### src/rtl/sys_req_master.sv
// Host byte-stream to sys_req bridge: 52/57 command frames become one register transaction, status (+ read data) returned.
// Read request 1 cycle after address byte, status 2 cycles after completion; rsp stream holds under rsp_ready=0, cmd_ready low while busy.
module sys_req_master #(
    parameter int MGNT_REG_WIDTH = 16,
    parameter int TIMEOUT_CYCLES = 1024,
    parameter int TIMEOUT_W      = 16
) (
    input  logic       clk_if,
    input  logic       rst_if,
    input  logic       cmd_valid,
    input  logic [7:0] cmd_data,
    output logic       cmd_ready,
    output logic       rsp_valid,
    output logic [7:0] rsp_data,
    input  logic       rsp_ready,
    output logic       sys_req_valid,
    output logic       sys_req_wr,
    output logic [7:0] sys_req_addr,
    output logic [7:0] sys_req_data,
    output logic       sys_req_data_valid,
    input  logic       sys_req_ack,
    input  logic [7:0] sys_resp_data,
    input  logic       sys_resp_data_valid
);
    localparam int REG_BYTES = MGNT_REG_WIDTH / 8;
    localparam int CW        = $clog2(REG_BYTES + 1);

    localparam logic [CW-1:0]        CNT_LAST = CW'(REG_BYTES - 1);
    localparam logic [CW-1:0]        CNT_FULL = CW'(REG_BYTES);
    localparam logic [TIMEOUT_W-1:0] TO_LAST  = TIMEOUT_W'(TIMEOUT_CYCLES - 1);

    localparam logic [7:0] OP_RD    = 8'h52;
    localparam logic [7:0] OP_WR    = 8'h57;
    localparam logic [7:0] ST_OK    = 8'h00;
    localparam logic [7:0] ST_TO    = 8'h01;
    localparam logic [7:0] ST_BADOP = 8'h02;

    typedef enum logic [2:0] {IDLE, ADDR, WDATA, REQ, XFER, GAP, RSP} state_t;

    state_t                    state;
    logic                      wr;
    logic [7:0]                addr;
    logic [7:0]                status;
    logic [CW-1:0]             cnt;
    logic                      ack_flg;
    logic [TIMEOUT_W-1:0]      tcnt;
    logic [MGNT_REG_WIDTH-1:0] wbuf;
    logic [MGNT_REG_WIDTH-1:0] rbuf;

    logic cmd_fire;
    logic ack_now;
    logic data_done;
    logic xfer_done;
    logic rsp_last;

    assign cmd_fire  = cmd_valid && cmd_ready;
    assign ack_now   = ack_flg || sys_req_ack;
    // A read byte arriving in the completing cycle still counts toward the data phase.
    assign data_done = wr ? (cnt == CNT_FULL)
                          : ((cnt == CNT_FULL) || (sys_resp_data_valid && (cnt == CNT_LAST)));
    assign xfer_done = ack_now && data_done;
    assign rsp_last  = (status != ST_OK) || wr || (cnt == CNT_FULL);

    always_ff @(posedge clk_if) begin
        if (!rst_if) begin
            state              <= IDLE;
            wr                 <= 1'b0;
            addr               <= 8'h00;
            status             <= 8'h00;
            cnt                <= '0;
            ack_flg            <= 1'b0;
            tcnt               <= '0;
            wbuf               <= '0;
            rbuf               <= '0;
            cmd_ready          <= 1'b0;
            rsp_valid          <= 1'b0;
            rsp_data           <= 8'h00;
            sys_req_valid      <= 1'b0;
            sys_req_wr         <= 1'b0;
            sys_req_addr       <= 8'h00;
            sys_req_data       <= 8'h00;
            sys_req_data_valid <= 1'b0;
        end else begin
            case (state)
                IDLE: begin
                    cmd_ready <= 1'b1;
                    if (cmd_fire) begin
                        if (cmd_data == OP_RD || cmd_data == OP_WR) begin
                            wr    <= (cmd_data == OP_WR);
                            state <= ADDR;
                        end else begin
                            wr        <= 1'b0;
                            status    <= ST_BADOP;
                            cnt       <= '0;
                            cmd_ready <= 1'b0;
                            rsp_valid <= 1'b1;
                            rsp_data  <= ST_BADOP;
                            state     <= RSP;
                        end
                    end
                end
                ADDR: begin
                    if (cmd_fire) begin
                        addr <= cmd_data;
                        cnt  <= '0;
                        if (wr) begin
                            state <= WDATA;
                        end else begin
                            cmd_ready     <= 1'b0;
                            sys_req_valid <= 1'b1;
                            sys_req_wr    <= 1'b0;
                            sys_req_addr  <= cmd_data;
                            state         <= REQ;
                        end
                    end
                end
                WDATA: begin
                    if (cmd_fire) begin
                        // Shift in so the first (MSB) byte ends up at the top.
                        wbuf <= MGNT_REG_WIDTH'({wbuf, cmd_data});
                        if (cnt == CNT_LAST) begin
                            cmd_ready     <= 1'b0;
                            sys_req_valid <= 1'b1;
                            sys_req_wr    <= 1'b1;
                            sys_req_addr  <= addr;
                            state         <= REQ;
                        end else begin
                            cnt <= cnt + 1'b1;
                        end
                    end
                end
                REQ: begin
                    ack_flg <= 1'b0;
                    tcnt    <= '0;
                    rbuf    <= '0;
                    if (wr) begin
                        sys_req_data_valid <= 1'b1;
                        sys_req_data       <= wbuf[MGNT_REG_WIDTH-1 -: 8];
                        wbuf               <= wbuf << 8;
                        cnt                <= CW'(1);
                    end else begin
                        cnt <= '0;
                    end
                    state <= XFER;
                end
                XFER: begin
                    if (wr) begin
                        if (cnt != CNT_FULL) begin
                            sys_req_data_valid <= 1'b1;
                            sys_req_data       <= wbuf[MGNT_REG_WIDTH-1 -: 8];
                            wbuf               <= wbuf << 8;
                            cnt                <= cnt + 1'b1;
                        end else begin
                            sys_req_data_valid <= 1'b0;
                            sys_req_data       <= 8'h00;
                        end
                    end else if (sys_resp_data_valid && cnt != CNT_FULL) begin
                        rbuf <= MGNT_REG_WIDTH'({rbuf, sys_resp_data});
                        cnt  <= cnt + 1'b1;
                    end
                    ack_flg <= ack_now;
                    tcnt    <= tcnt + 1'b1;
                    if (xfer_done || tcnt == TO_LAST) begin
                        sys_req_valid      <= 1'b0;
                        sys_req_wr         <= 1'b0;
                        sys_req_addr       <= 8'h00;
                        sys_req_data_valid <= 1'b0;
                        sys_req_data       <= 8'h00;
                        status             <= xfer_done ? ST_OK : ST_TO;
                        if (!xfer_done) begin
                            rbuf <= '0;
                        end
                        state <= GAP;
                    end
                end
                GAP: begin
                    rsp_valid <= 1'b1;
                    rsp_data  <= status;
                    cnt       <= '0;
                    state     <= RSP;
                end
                RSP: begin
                    if (rsp_ready) begin
                        if (rsp_last) begin
                            rsp_valid <= 1'b0;
                            rsp_data  <= 8'h00;
                            cmd_ready <= 1'b1;
                            state     <= IDLE;
                        end else begin
                            rsp_data <= rbuf[MGNT_REG_WIDTH-1 -: 8];
                            rbuf     <= rbuf << 8;
                            cnt      <= cnt + 1'b1;
                        end
                    end
                end
                default: state <= IDLE;
            endcase
        end
    end
endmodule

### config.mk
export PLATFORM = sky130hd
export DESIGN_NAME = sys_req_master
export DESIGN_NICKNAME = d
export VERILOG_FILES = /design/src/rtl/sys_req_master.sv
export SDC_FILE = /design/constraint.sdc
export NUM_CORES = 1
export LEC_CHECK = 0
export BUFFER_PORTS_ARGS = -buffer_cell sky130_fd_sc_hd__buf_4
export CAP_MARGIN = 10
export CELL_PAD_IN_SITES_DETAIL_PLACEMENT = 1
export CELL_PAD_IN_SITES_GLOBAL_PLACEMENT = 2
export CORE_ASPECT_RATIO = 1.2
export CORE_MARGIN = 1
export CORE_UTILIZATION = 38
export DETAILED_ROUTE_END_ITERATION = 10
export PLACE_DENSITY_LB_ADDON = 0.1
export SLEW_MARGIN = 20
export SYNTH_ARGS = -nofsm -noshare
export SYNTH_HDL_FRONTEND = slang
export SYNTH_SLANG_ARGS = --single-unit
### constraint.sdc
create_clock -name clk_if -period 3.53 [get_ports clk_if]
set_input_delay 0.706 -clock clk_if [delete_from_list [all_inputs] [get_ports clk_if]]
set_output_delay 0.706 -clock clk_if [all_outputs]
set_load 0.01 [all_outputs]
==> reports/metrics.yaml <==
status: "finished, final reports clean"
insertion_delay_ns: 0.34
via_count: 4178
worst_ep_arrival_time_ns: 2.94
synth.top_cell.area_share_pct: 41.92
power.internal_uw: 1652
top_layer: "met4"
async_flop_share_pct: 0
hold_class: "flip-flop to flip-flop"
ir_drop_mv: 0.1807
period_minus_slack_ns: 2.672
chipHeight_um: 121.1
slew_headroom_pct: 36.88
ys_ff_latch: 94
synthesis.area_um2: 4489
place_area_um2: 4965
hpwl_um: 9079
period_share_pct: 75.69
fin_skew_ns: 0.01058
worstMarginPinSlew_ns: 0.9417
clkTransAtPathRegs_ns: 0.07
setup_viol: 0
first_global_vias: 4064
initial_core_util_pct: 38.99
cts.sinks: 94
ctsHoldBuffers: 0
route.met2.wl_um: 6389
drc: 0
diodes: 0
p_sw_share_pct: 25.96
grt_first_pass_wirelength_um: 21430
viasPerCell: 5.795
ys.flop_type: "dfxtp_1"
cts_tree: "yes"
io_buffers: 50
wl_um: 12960
gp_congestion: 0.8685
holdWs_ns: 0.4619
wire_per_inst_um: 17.97
crit_required_ns: 3.79
tns_ns: 0
crit_chain: "or3b_1 -> o21ai_0 -> a32oi_2 -> buf_4 -> nand3_1 -> o21ai_0"
drtAntennaViolNets: 0
rsz0062_at_grt: "false"
synthCells: 528
dr_wl_met3_um: 491
drtIter0Drc: 124
endpoint_kind: "flip-flop"
grt_max_degree: 58
syn_nets: 554
dieArea_um2: 12250
syn_to_final_growth_pct: 16.92
yosysWarnings: 0
htreeDepth: 3
final_max_slew_viol_count: 0
design_area_um2: 5249
wl_met1_um: 5819
synth.distinct_cells: 73
cts_made_buffers: 9
power.share.sequential_pct: 48.6
drive_above_1_share_pct: 17.02
synth_edf_count: 0
place_ws_ns: 0.9108
crit_type: "flip-flop to flip-flop"
avgSynthCellArea_um2: 8.502
power_density_nw_per_um2: 425.2
fmax_mhz: 374.3
antenna_found_initial: 0
cts_setup_buffers: 0
layout.nets: 585
clock_path_buffers: 2
io_pins: 51
leakage_uw: 0.001999
critPathMaxFanout: 32
nFillCells: 1407
rows: 43
path_common_cell: "o21ai_0"
cp-start-kind: "flip-flop"
yosys-top-cells-area: "dfxtp_1 42%, nor2_1 4.8%, nand3_1 4.7%, o21ai_0 4.2%, mux2i_1 4.0%"
synth_seq_area_share_pct: 41.92
firstDrtPassIters: 5
clockPowerShare_pct: 42.2
core_um2: 11510
drv_cap: 0
grt_overflow: 0
crit_slowest_cell: "dfxtp_1"
die_x_um: 101.2
hold_viol: 0
switchingPower_uw: 579.4
root_buffer: "clkbuf_16"
critPathMaxStageDelay_ns: 0.80
grt_usage_pct: 22.63
yosys.area.top_type: "dfxtp_1"
cts-resized-gates: 0
fin_util_pct: 45.59
final.setup.worst_slack_ns: 0.8581
power_frac_comb_pct: 9.1
-- cells by family after synthesis --
group | share of synthesized area (%)
buf+inv | 4.320
mux | 4.264
flops | 41.92
simple gates | 25.50
fa+ha+maj | 1.115
compound gates | 22.69
xor+xnor | 0.1951
-- routing by layer --
layer  vias up  global-route usage, %
li1       2024                      -
met1      2056                  29.38
met2        81                  37.80
met3        17                  3.283
met4         0                  8.243
met5         -                      0
-- flip-flops by register name, summed over array words and instances (netlist names), 3 cells and up --
signal,count
addr,8
rsp_data,8
tcnt,16
sys_req_addr,8
rbuf,16
wbuf,16
state,3
sys_req_data,8
-- cell usage in the layout (no fill, tap or decap), drive strengths merged, types with 6 or more instances in the layout --
cell type and n:
clkbuf 11, nand4 8, nand3 43, and3 6
mux2i 18, buf 58, o21ai 38, a22oi 11
nand2 44, or4 6, inv 10, a221oi 8
a22o 16, nor3 27, dfxtp 94, a21oi 24
nor2 58
-- through the flow --
| step | power, uW | std cells |
|---|---|---|
| 6_report | 2232 | 721 |
| 4_1_cts | 2259 | 721 |
| 3_3_place_gp | 1312 | 705 |
| 5_1_grt | 2325 | 721 |
| 2_1_floorplan | 1236 | 528 |
| 3_5_place_dp | 1314 | 705 |
-- path summary, 6_finish.rpt --
path	start	to	slack, ns	depth (start not counted)
max	state[0]	wbuf[6]	0.86	6
min	wbuf[1]	wbuf[9]	0.46	2
max reg2reg	state[0]	wbuf[6]	0.86	6
min reg2reg	wbuf[1]	wbuf[9]	0.46	2
-- synth_stat cells (3+ instances only) --
cell,instances
a211o_1,3
a221oi_1,8
nor3_1,24
o211ai_1,3
a22oi_1,11
a31oi_1,4
a21oi_1,23
nand2b_1,3
buf_1,6
o21ai_0,38
inv_1,7
nor2_1,58
mux2i_1,18
a22o_1,15
a32o_1,3
or4_1,5
nand2_1,44
nor2b_1,5
o22ai_1,3
ha_1,4
dfxtp_1,94
buf_2,8
and4_1,3
clkbuf_1,22
a311oi_1,3
nand4_1,8
and3_1,4
nand3_1,42
nand3b_1,5
-- power by group through the flow --
stage                     combinational, uW  clock, uW  sequential (uW)
after floorplan                         129          0             1110
after global placement                  202          0             1110
after detailed placement                204          0             1110
after CTS                               204        969             1090
after global routing                    224       1010             1090
final                                   203        943             1090
-- worst max-delay path, delay by kind of cell (launching register included) --
family,cells,cell delay (ns)
AOI/OAI and AO/OA,3,0.56
DFF,1,0.80
and+or+nand+nor,2,0.90
buffers and inverters,1,0.32
-- final cells by class --
cell class                 count  area, um2  share of cell area (%)
sequential                    94       1882                   35.85
inverter                       8      30.03                  0.5721
clock buffer                  11      242.7                   4.625
tap                          157      196.4                   3.743
timing repair buffer          58      435.4                   8.296
clock inverter                 5      41.29                  0.7867
multi-input combinational    388       2421                   46.13
(Power assumes the default switching activity.)
